===== config.mk =====
export PLATFORM = sky130hd
export DESIGN_NAME = coin_accumulator
export DESIGN_NICKNAME = d
export VERILOG_FILES = /design/src/rtl/vending_pkg.sv /design/src/rtl/coin_decoder.sv /design/src/rtl/coin_accumulator.sv
export SDC_FILE = /design/constraint.sdc
export NUM_CORES = 1
export LEC_CHECK = 0
export ABC_CLOCK_PERIOD_IN_PS = 2400
export BUFFER_PORTS_ARGS = -buffer_cell sky130_fd_sc_hd__buf_4
export CAP_MARGIN = 20
export CORE_AREA = 4 4 53 55
export DETAILED_ROUTE_END_ITERATION = 8
export DIE_AREA = 0 0 57 59
export PLACE_DENSITY = 0.72
export SYNTH_ARGS = -nofsm -noshare
export SYNTH_HDL_FRONTEND = slang
export SYNTH_SLANG_ARGS = --single-unit

===== constraint.sdc =====
create_clock -name clk_i -period 2.4 [get_ports clk_i]
set_clock_uncertainty 0.1 [all_clocks]
set_input_delay 0.36 -clock clk_i [delete_from_list [all_inputs] [get_ports clk_i]]
set_output_delay 0.36 -clock clk_i [all_outputs]
set_load 0.03 [all_outputs]

===== src/rtl/vending_pkg.sv =====
// rtl/vending_pkg.sv - shared types and constants for the vending datapath
package vending_pkg;

    localparam int AMT_W = 6;

    localparam logic [AMT_W-1:0] NICKEL_C  = 6'd5;
    localparam logic [AMT_W-1:0] DIME_C    = 6'd10;
    localparam logic [AMT_W-1:0] QUARTER_C = 6'd25;

    localparam int PRICE_C = 20;

    typedef enum logic [1:0] {
        IDLE    = 2'd0,
        COLLECT = 2'd1,
        VEND    = 2'd2
    } acc_state_e;

endpackage


===== src/rtl/coin_decoder.sv =====
// rtl/coin_decoder.sv - combinational coin bits to cents decoder
//   nickel_i, dime_i, quarter_i : coin strobes for this cycle
//   value_o   : cents of the single coin present, 0 if none or illegal
//   present_o : at least one coin strobe is high
//   illegal_o : more than one coin strobe is high
module coin_decoder
    import vending_pkg::*;
(
    input  logic             nickel_i,
    input  logic             dime_i,
    input  logic             quarter_i,
    output logic [AMT_W-1:0] value_o,
    output logic             present_o,
    output logic             illegal_o
);

    always_comb begin
        value_o   = '0;
        illegal_o = 1'b0;
        case ({quarter_i, dime_i, nickel_i})
            3'b000:  value_o = '0;
            3'b001:  value_o = NICKEL_C;
            3'b010:  value_o = DIME_C;
            3'b100:  value_o = QUARTER_C;
            default: illegal_o = 1'b1;
        endcase
    end

    assign present_o = nickel_i | dime_i | quarter_i;

endmodule


===== src/rtl/coin_accumulator.sv =====
// rtl/coin_accumulator.sv - coin credit accumulator feeding the dispensing stage
//   Optional refund path enabled by macro COIN_REFUND_EN.
//   clk_i, rst_ni           : clock, asynchronous active-low reset
//   nickel_i/dime_i/quarter_i : one-cycle coin strobes
//   cancel_i                : refund request (refund build only)
//   deposit_o, exceed_o     : purchase amount and one-cycle purchase pulse
//   balance_o               : current credit
//   coin_reject_o           : one-cycle pulse, sampled coin(s) not accepted
//   refund_valid_o, refund_o: one-cycle refund pulse and amount
module coin_accumulator
    import vending_pkg::*;
#(
    parameter int PRICE = PRICE_C
) (
    input  logic             clk_i,
    input  logic             rst_ni,
    input  logic             nickel_i,
    input  logic             dime_i,
    input  logic             quarter_i,
    input  logic             cancel_i,
    output logic [AMT_W-1:0] deposit_o,
    output logic             exceed_o,
    output logic [AMT_W-1:0] balance_o,
    output logic             coin_reject_o,
    output logic             refund_valid_o,
    output logic [AMT_W-1:0] refund_o
);

    localparam logic [AMT_W-1:0] PRICE_AMT = AMT_W'(PRICE);

    acc_state_e       state_q, state_d;
    logic [AMT_W-1:0] balance_q, balance_d;
    logic [AMT_W-1:0] deposit_q, deposit_d;
    logic             exceed_q, exceed_d;
    logic             reject_q, reject_d;

    logic [AMT_W-1:0] coin_value;
    logic             coin_present;
    logic             coin_illegal;
    logic [AMT_W-1:0] sum;

    coin_decoder u_coin_decoder (
        .nickel_i  (nickel_i),
        .dime_i    (dime_i),
        .quarter_i (quarter_i),
        .value_o   (coin_value),
        .present_o (coin_present),
        .illegal_o (coin_illegal)
    );

    // Balance stays below PRICE outside VEND, so this cannot exceed PRICE+20.
    assign sum = balance_q + coin_value;

`ifdef COIN_REFUND_EN
    logic             refund_valid_q, refund_valid_d;
    logic [AMT_W-1:0] refund_q, refund_d;
`else
    logic unused_cancel;
    assign unused_cancel = cancel_i;
`endif

    always_ff @(posedge clk_i or negedge rst_ni) begin
        if (!rst_ni) begin
            state_q   <= IDLE;
            balance_q <= '0;
            deposit_q <= '0;
            exceed_q  <= 1'b0;
            reject_q  <= 1'b0;
        end else begin
            state_q   <= state_d;
            balance_q <= balance_d;
            deposit_q <= deposit_d;
            exceed_q  <= exceed_d;
            reject_q  <= reject_d;
        end
    end

`ifdef COIN_REFUND_EN
    always_ff @(posedge clk_i or negedge rst_ni) begin
        if (!rst_ni) begin
            refund_valid_q <= 1'b0;
            refund_q       <= '0;
        end else begin
            refund_valid_q <= refund_valid_d;
            refund_q       <= refund_d;
        end
    end
`endif

    always_comb begin
        state_d   = state_q;
        balance_d = balance_q;
        deposit_d = deposit_q;
        exceed_d  = 1'b0;
        reject_d  = 1'b0;
`ifdef COIN_REFUND_EN
        refund_valid_d = 1'b0;
        refund_d       = '0;
`endif
        case (state_q)
            VEND: begin
                // Single dead cycle after a purchase: everything sampled is refused.
                reject_d = coin_present;
                state_d  = IDLE;
            end
            default: begin
                if (coin_illegal) begin
                    reject_d = 1'b1;
`ifdef COIN_REFUND_EN
                    if (cancel_i && balance_q != '0) begin
                        refund_valid_d = 1'b1;
                        refund_d       = balance_q;
                        balance_d      = '0;
                        state_d        = IDLE;
                    end
`endif
                end
`ifdef COIN_REFUND_EN
                // Cancel wins over a purchase: the whole sum goes back.
                else if (cancel_i && sum != '0) begin
                    refund_valid_d = 1'b1;
                    refund_d       = sum;
                    balance_d      = '0;
                    state_d        = IDLE;
                end
`endif
                else if (coin_present) begin
                    if (sum >= PRICE_AMT) begin
                        deposit_d = sum;
                        exceed_d  = 1'b1;
                        balance_d = '0;
                        state_d   = VEND;
                    end else begin
                        balance_d = sum;
                        state_d   = COLLECT;
                    end
                end
            end
        endcase
    end

    assign deposit_o     = deposit_q;
    assign exceed_o      = exceed_q;
    assign balance_o     = balance_q;
    assign coin_reject_o = reject_q;

`ifdef COIN_REFUND_EN
    assign refund_valid_o = refund_valid_q;
    assign refund_o       = refund_q;
`else
    assign refund_valid_o = 1'b0;
    assign refund_o       = '0;
`endif

endmodule


======== Yosys cells after proc, flatten, opt, wreduce, memory -nomap -nowiden ========
Cells that the tools add are included.
storage, ports and cells
  register bits after elaboration ......... 16
operators by class
  add/sub/neg operators ................... 1
  $lt $le $gt $ge ......................... 1
  equality and inequality tests ........... 4
  muxes and demuxes ....................... 12
  bitwise operators ....................... 3
  reductions and logical operators ........ 7
operators by type and width
  cell                                                  count
  one-hot mux 5 bit (3 select lines)                    1
  two-way mux 2 bit                                     4
  adder 6 bit                                           1
  >= comparator 6 x 5 -> 1 bit (second input constant)  1
  two-way mux 1 bit                                     6
  two-way mux 6 bit                                     1
  AND reduction 4 bit                                   1
  nonzero test 2 bit                                    2
  OR reduction 4 bit                                    1
  == test 3 x 1 -> 1 bit (second input constant)        1
  == test 3 x 2 -> 1 bit (second input constant)        1
  == test 3 bit (second input constant)                 1
  zero test 3 bit                                       1
  AND reduction 3 bit                                   1
  == test 2 bit (second input constant)                 1
  bitwise OR 1 bit                                      2
  AND reduction 2 bit                                   1
  inverter 1 bit                                        1

======== Longest topological paths before layout ========
  depth in word-level cells ............... 8
  mapped depth ............................ 10
  mapped depth without buffers ............ 10

======== By module ========
From an unflattened synthesis, not the netlist that was laid out.
unflattened totals
  cell total of the unflattened synthesis .. 103
  area total of the unflattened synthesis .. 1058.5 um^2
modules (own cells, without submodules)
  module            times used  cells each  area an instance (um^2)
  coin_accumulator  1           91          980.9
  coin_decoder      1           12          77.6

======== Worst setup path before layout ========
No wires, ideal clock.
  path type ............................... input to register
  start point ............................. input dime_i
  end point ............................... register deposit_q[0] (netlist: deposit_o[0])
  arrival ................................. 2.708 ns
  setup slack ............................. -0.533 ns
  stages on the path ...................... 10
  path buffers ............................ 0
  cells stage by stage .................... nor2_1 -> and2_1 -> or2_2 -> ha_1 -> fa_1 -> a21o_1 -> a21oi_1 -> nand4_1 -> a31oi_4 -> mux2_4
between the ends
  longest elaborated chain between the ends .. 5
ends and longest elaborated chain
  element                                line                     source
  from (decl)                            coin_accumulator.sv:18   input logic dime_i,
  == test 3 bit (tied with other cells)  coin_decoder.sv:20       case ({quarter_i, dime_i, nickel_i})
  one-hot mux 5 bit (3 select lines)     coin_decoder.sv:20
  adder 6 bit                            coin_accumulator.sv:52   assign sum = balance_q + coin_value;
  >= comparator 6 x 5 -> 1 bit           coin_accumulator.sv:128  if (sum >= PRICE_AMT) begin
  AND reduction 4 bit (no source line)   n/a
  to (signal assigned)                   coin_accumulator.sv:72   deposit_q <= deposit_d;
  to (decl)                              coin_accumulator.sv:33   logic [AMT_W-1:0] deposit_q, deposit_d;
Several ways; a longest one is shown, not always the timed one.
A chain may end at the register's enable or synchronous reset.

======== Worst setup path in the final report ========
  start point ............................. input quarter_i
  end point ............................... register deposit_q[0] (netlist: deposit_o[0])
between the ends
  longest elaborated chain between the ends .. 5
ends and longest elaborated chain
  element                                line                     source
  from (decl)                            coin_accumulator.sv:19   input logic quarter_i,
  == test 3 bit (tied with other cells)  coin_decoder.sv:20
  one-hot mux 5 bit (3 select lines)     coin_decoder.sv:20
  adder 6 bit                            coin_accumulator.sv:52
  >= comparator 6 x 5 -> 1 bit           coin_accumulator.sv:128
  AND reduction 4 bit (no source line)   n/a
Several ways; a longest one is shown, not always the timed one.

==> out/metrics.cfg <==
[pwr]
p_total_uw=1720
power.clock.fraction_pct=10.9
p_leak_uw=0.000733
power_density_nw_per_um2=1090
swShare_pct=44.7
power.switching_uw=770
seqPwrFrac_pct=26.1
ir_drop_uv=766
p_int_uw=951
pwr-share-comb_pct=63.0

[worst_setup_path]
cp_cell_sequence=buf_8, nor3b_4, or2_4, ha_4, fa_2, and4bb_2, mux2i_4, nand4bb_1, a31oi_4, mux2_4
reg2reg_slack_ns=-0.08
cp.arrival_ns=2.71
cp_max_fo=6
cp-end-kind=flip-flop
worstSetupStartpointType=input port
critPathRequiredTime_ns=2.49
rr_worst_depth=7
r2r-end=deposit_o[0]$_DFFE_PN0P_
reg2reg_from=balance_o[0]$_DFFE_PN0P_
crit_family=simple AND/OR/NAND/NOR gates
critical_path_buf_inv_count=1
cp.depth=10
crit_type=input port to flip-flop
max_stage_delay_ns=0.43
critPathLaunch=quarter_i
crit_path_end=deposit_o[0]$_DFFE_PN0P_
critPathSlowestCell=fa_2

[detailed_routing]
firstDrtPassIters=4
drtIter0Drc=28
wl_mm=2.78
top_layer_used=met4
wl_met3_um=132
detail-route-antenna-nets=0
remaining_drc_errors=0
via_per_inst=5.28
wl_per_cell_um=15.9
via_count=924
met2_length_mm=1.49
wirelength_met1_mm=1.14

[clock_tree]
cts_tree=done
clock_sinks=16
clkTransAtPathRegs_ns=0.10
cts.path.max_buffers=2
cts-root-buf=clkbuf_4
h-tree-depth=1
numCtsBuffers=3
clock_latency_ns=0.29

[yosys]
ys_seq_area_share_pct=37.6
syn-cell-area_um2=1060
synth_cells=103
yosys_warnings=0
yosys_register_bits=16
synth_cell_types=40
syn_area_per_cell_um2=10.3

[cells_and_area]
stdcell_area_um2=1590
drive_gt1_share_pct=49.7
n_antenna_cell=0
syn_to_final_growth_pct=49.2
nets=158

[status]
violations=negative setup slack
status=finished, violations left

[floorplan]
io_pins=27
dieArea_um2=3360
chipWidth_um=57
die-height_um=59
num_rows=18
start_util_pct=44.5
coreArea_um2=2390

[timing]
max_freq_mhz=382
finalCritPeriodShare_pct=109
report.final.hold_viol_count=0
rsz0062_at_grt=yes
slew_viol_final=0
fin_ws_ns=-0.220
final-setup-viol-count=11
fin_setup_tns_ns=-1.29
min_period_ns=2.62

[placed_design]
dp_slack_ns=-0.594
dpl.hpwl_mm=2.01
io_buffer_count=18
gp_congestion=0.783
placed_area_um2=1370

[grt]
gr-usage-all-layers_pct=16.7
antenna_found_initial=0
grt_overflow=0
grt_pass1_vias=913
grt_max_degree=17
grt_pass1_wl_mm=4.28

[run]
drv_cap=0

[hold_path]
min_path_type=input port to flip-flop

-- worst min path at each step --
| stage | startpoint | to | slack (ns) | depth (start not counted) |
|---|---|---|---|---|
| 2_1_floorplan | rst_ni | balance_o[0]$_DFFE_PN0P_ | -0.04 | 0 |
| 3_3_place_gp | rst_ni | state_q[0]$_DFFE_PN0P_ | 0.13 | 1 |
| 3_5_place_dp | rst_ni | state_q[0]$_DFFE_PN0P_ | 0.14 | 1 |
| 4_1_cts | dime_i | coin_reject_o$_DFF_PN0_ | 0.25 | 3 |
| 5_1_grt | dime_i | coin_reject_o$_DFF_PN0_ | 0.24 | 3 |
| 6_report | dime_i | coin_reject_o$_DFF_PN0_ | 0.25 | 3 |
-- stage by stage --
step	util [%]	cells	hold WS, ns
6_report	66.5	175	0.251
4_1_cts	62.7	174	0.250
3_3_place_gp	57.4	166	0.132
3_5_place_dp	57.4	166	0.138
5_1_grt	66.5	175	0.237
2_1_floorplan	-	109	-0.0356
-- synthesized netlist by cell type (all sizes together) --
cell | count | area, um2
and4bb | 1 | 12.5
a211oi | 1 | 7.51
fa | 1 | 20.0
o31ai | 5 | 37.5
nor3b | 3 | 22.5
nand4 | 1 | 6.26
a21oi | 5 | 25.0
nor2 | 6 | 22.5
nand3 | 1 | 5.00
mux2 | 3 | 45.0
maj3 | 1 | 10.0
o32a | 1 | 11.3
clkbuf | 1 | 3.75
inv | 5 | 18.8
conb | 1 | 3.75
a311oi | 1 | 26.3
a31oi | 2 | 27.5
dfrtp | 16 | 400
buf | 8 | 57.6
nor2b | 2 | 12.5
o21ba | 1 | 10.0
xnor2 | 3 | 26.3
or2 | 2 | 12.5
nor4 | 1 | 6.26
a21o | 2 | 15.0
ha | 5 | 62.6
and2 | 1 | 6.26
a311o | 1 | 10.0
o211a | 1 | 10.0
nand2b | 2 | 12.5
nand2 | 6 | 22.5
nand4bb | 1 | 11.3
xor2 | 2 | 17.5
mux2i | 2 | 20.0
o21ai | 7 | 38.8
and3 | 1 | 6.26
-- registers in the layout, summed over array words and instances, names as in the netlist --
register	count
balance_o	6
deposit_o	6
state_q	2
coin_reject_o	1
exceed_o	1
-- cell families (layout without fill, tap and decap cells) --
group / count (synthesis) / after routing / synth area share (%)
buf+inv: 14 / 50 / 7.53
flops: 16 / 16 / 37.6
compound gates: 27 / 27 / 20.6
simple gates: 28 / 28 / 14.9
mux: 5 / 5 / 6.12
other cells: 1 / 7 / 0.353
fa+ha+maj: 7 / 7 / 8.71
xor+xnor: 5 / 5 / 4.12
-- metal layers --
layer,up-vias,global-route usage (%)
met3,4,3.92
met5,-,0
met1,452,18.6
met2,27,31.0
li1,441,-
met4,0,5.63
-- what timing repair did --
item / 4_1_cts / 5_1_grt
setup endpoints to repair: 13 / 13
pin swaps: 9 / 8
hold buffers: 1 / 0
gates resized for setup: 12 / 13
setup buffers: 3 / 1
endpoints found under the hold margin: 16 / 0
-- power groups by stage --
stage / Clock, uW / Combinational (uW) / Sequential [uW]
6_report: 187 / 1080 / 450
3_5_place_dp: 0 / 925 / 450
2_1_floorplan: 0 / 426 / 607
4_1_cts: 188 / 965 / 451
3_3_place_gp: 0 / 899 / 448
5_1_grt: 208 / 1160 / 462
-- worst register-to-register path, delay by kind of cell (launching register included) --
kind	cells	cell delay [ns]
AOI/OAI and AO/OA	1	0.31
and+or+nand+nor	2	0.45
adders and majority gates	2	0.61
DFF	1	0.42
muxes	2	0.49
-- layout by cell type, fill, tap and decap left out, types with 2 or more instances in the layout --
cell	netlist	final
xnor2_1	3	2
nor2_1	6	5
ha_4	0	2
ha_1	5	3
mux2_4	3	3
a21o_1	2	2
o31ai_2	0	3
conb_1	1	7
a21oi_1	5	3
nand2_1	6	6
buf_4	7	36
nor2b_1	2	2
buf_6	0	2
a21oi_2	0	2
buf_8	0	2
a31oi_4	1	2
o21ai_0	5	3
o21ai_1	1	2
dfrtp_1	16	16
o31ai_1	5	2
inv_1	5	5
clkbuf_4	0	3
nor3b_1	3	2
nand2b_1	2	2
-- area by class of cell --
type / instances / area (um2)
multi-input cells: 79 / 761
well taps: 30 / 37.5
flip-flops and latches: 16 / 400
repair buffers: 41 / 333
fillers: 191 / 801
inverters: 5 / 18.8
clock buffers: 4 / 36.3
Power figures use the tool's default switching activity.
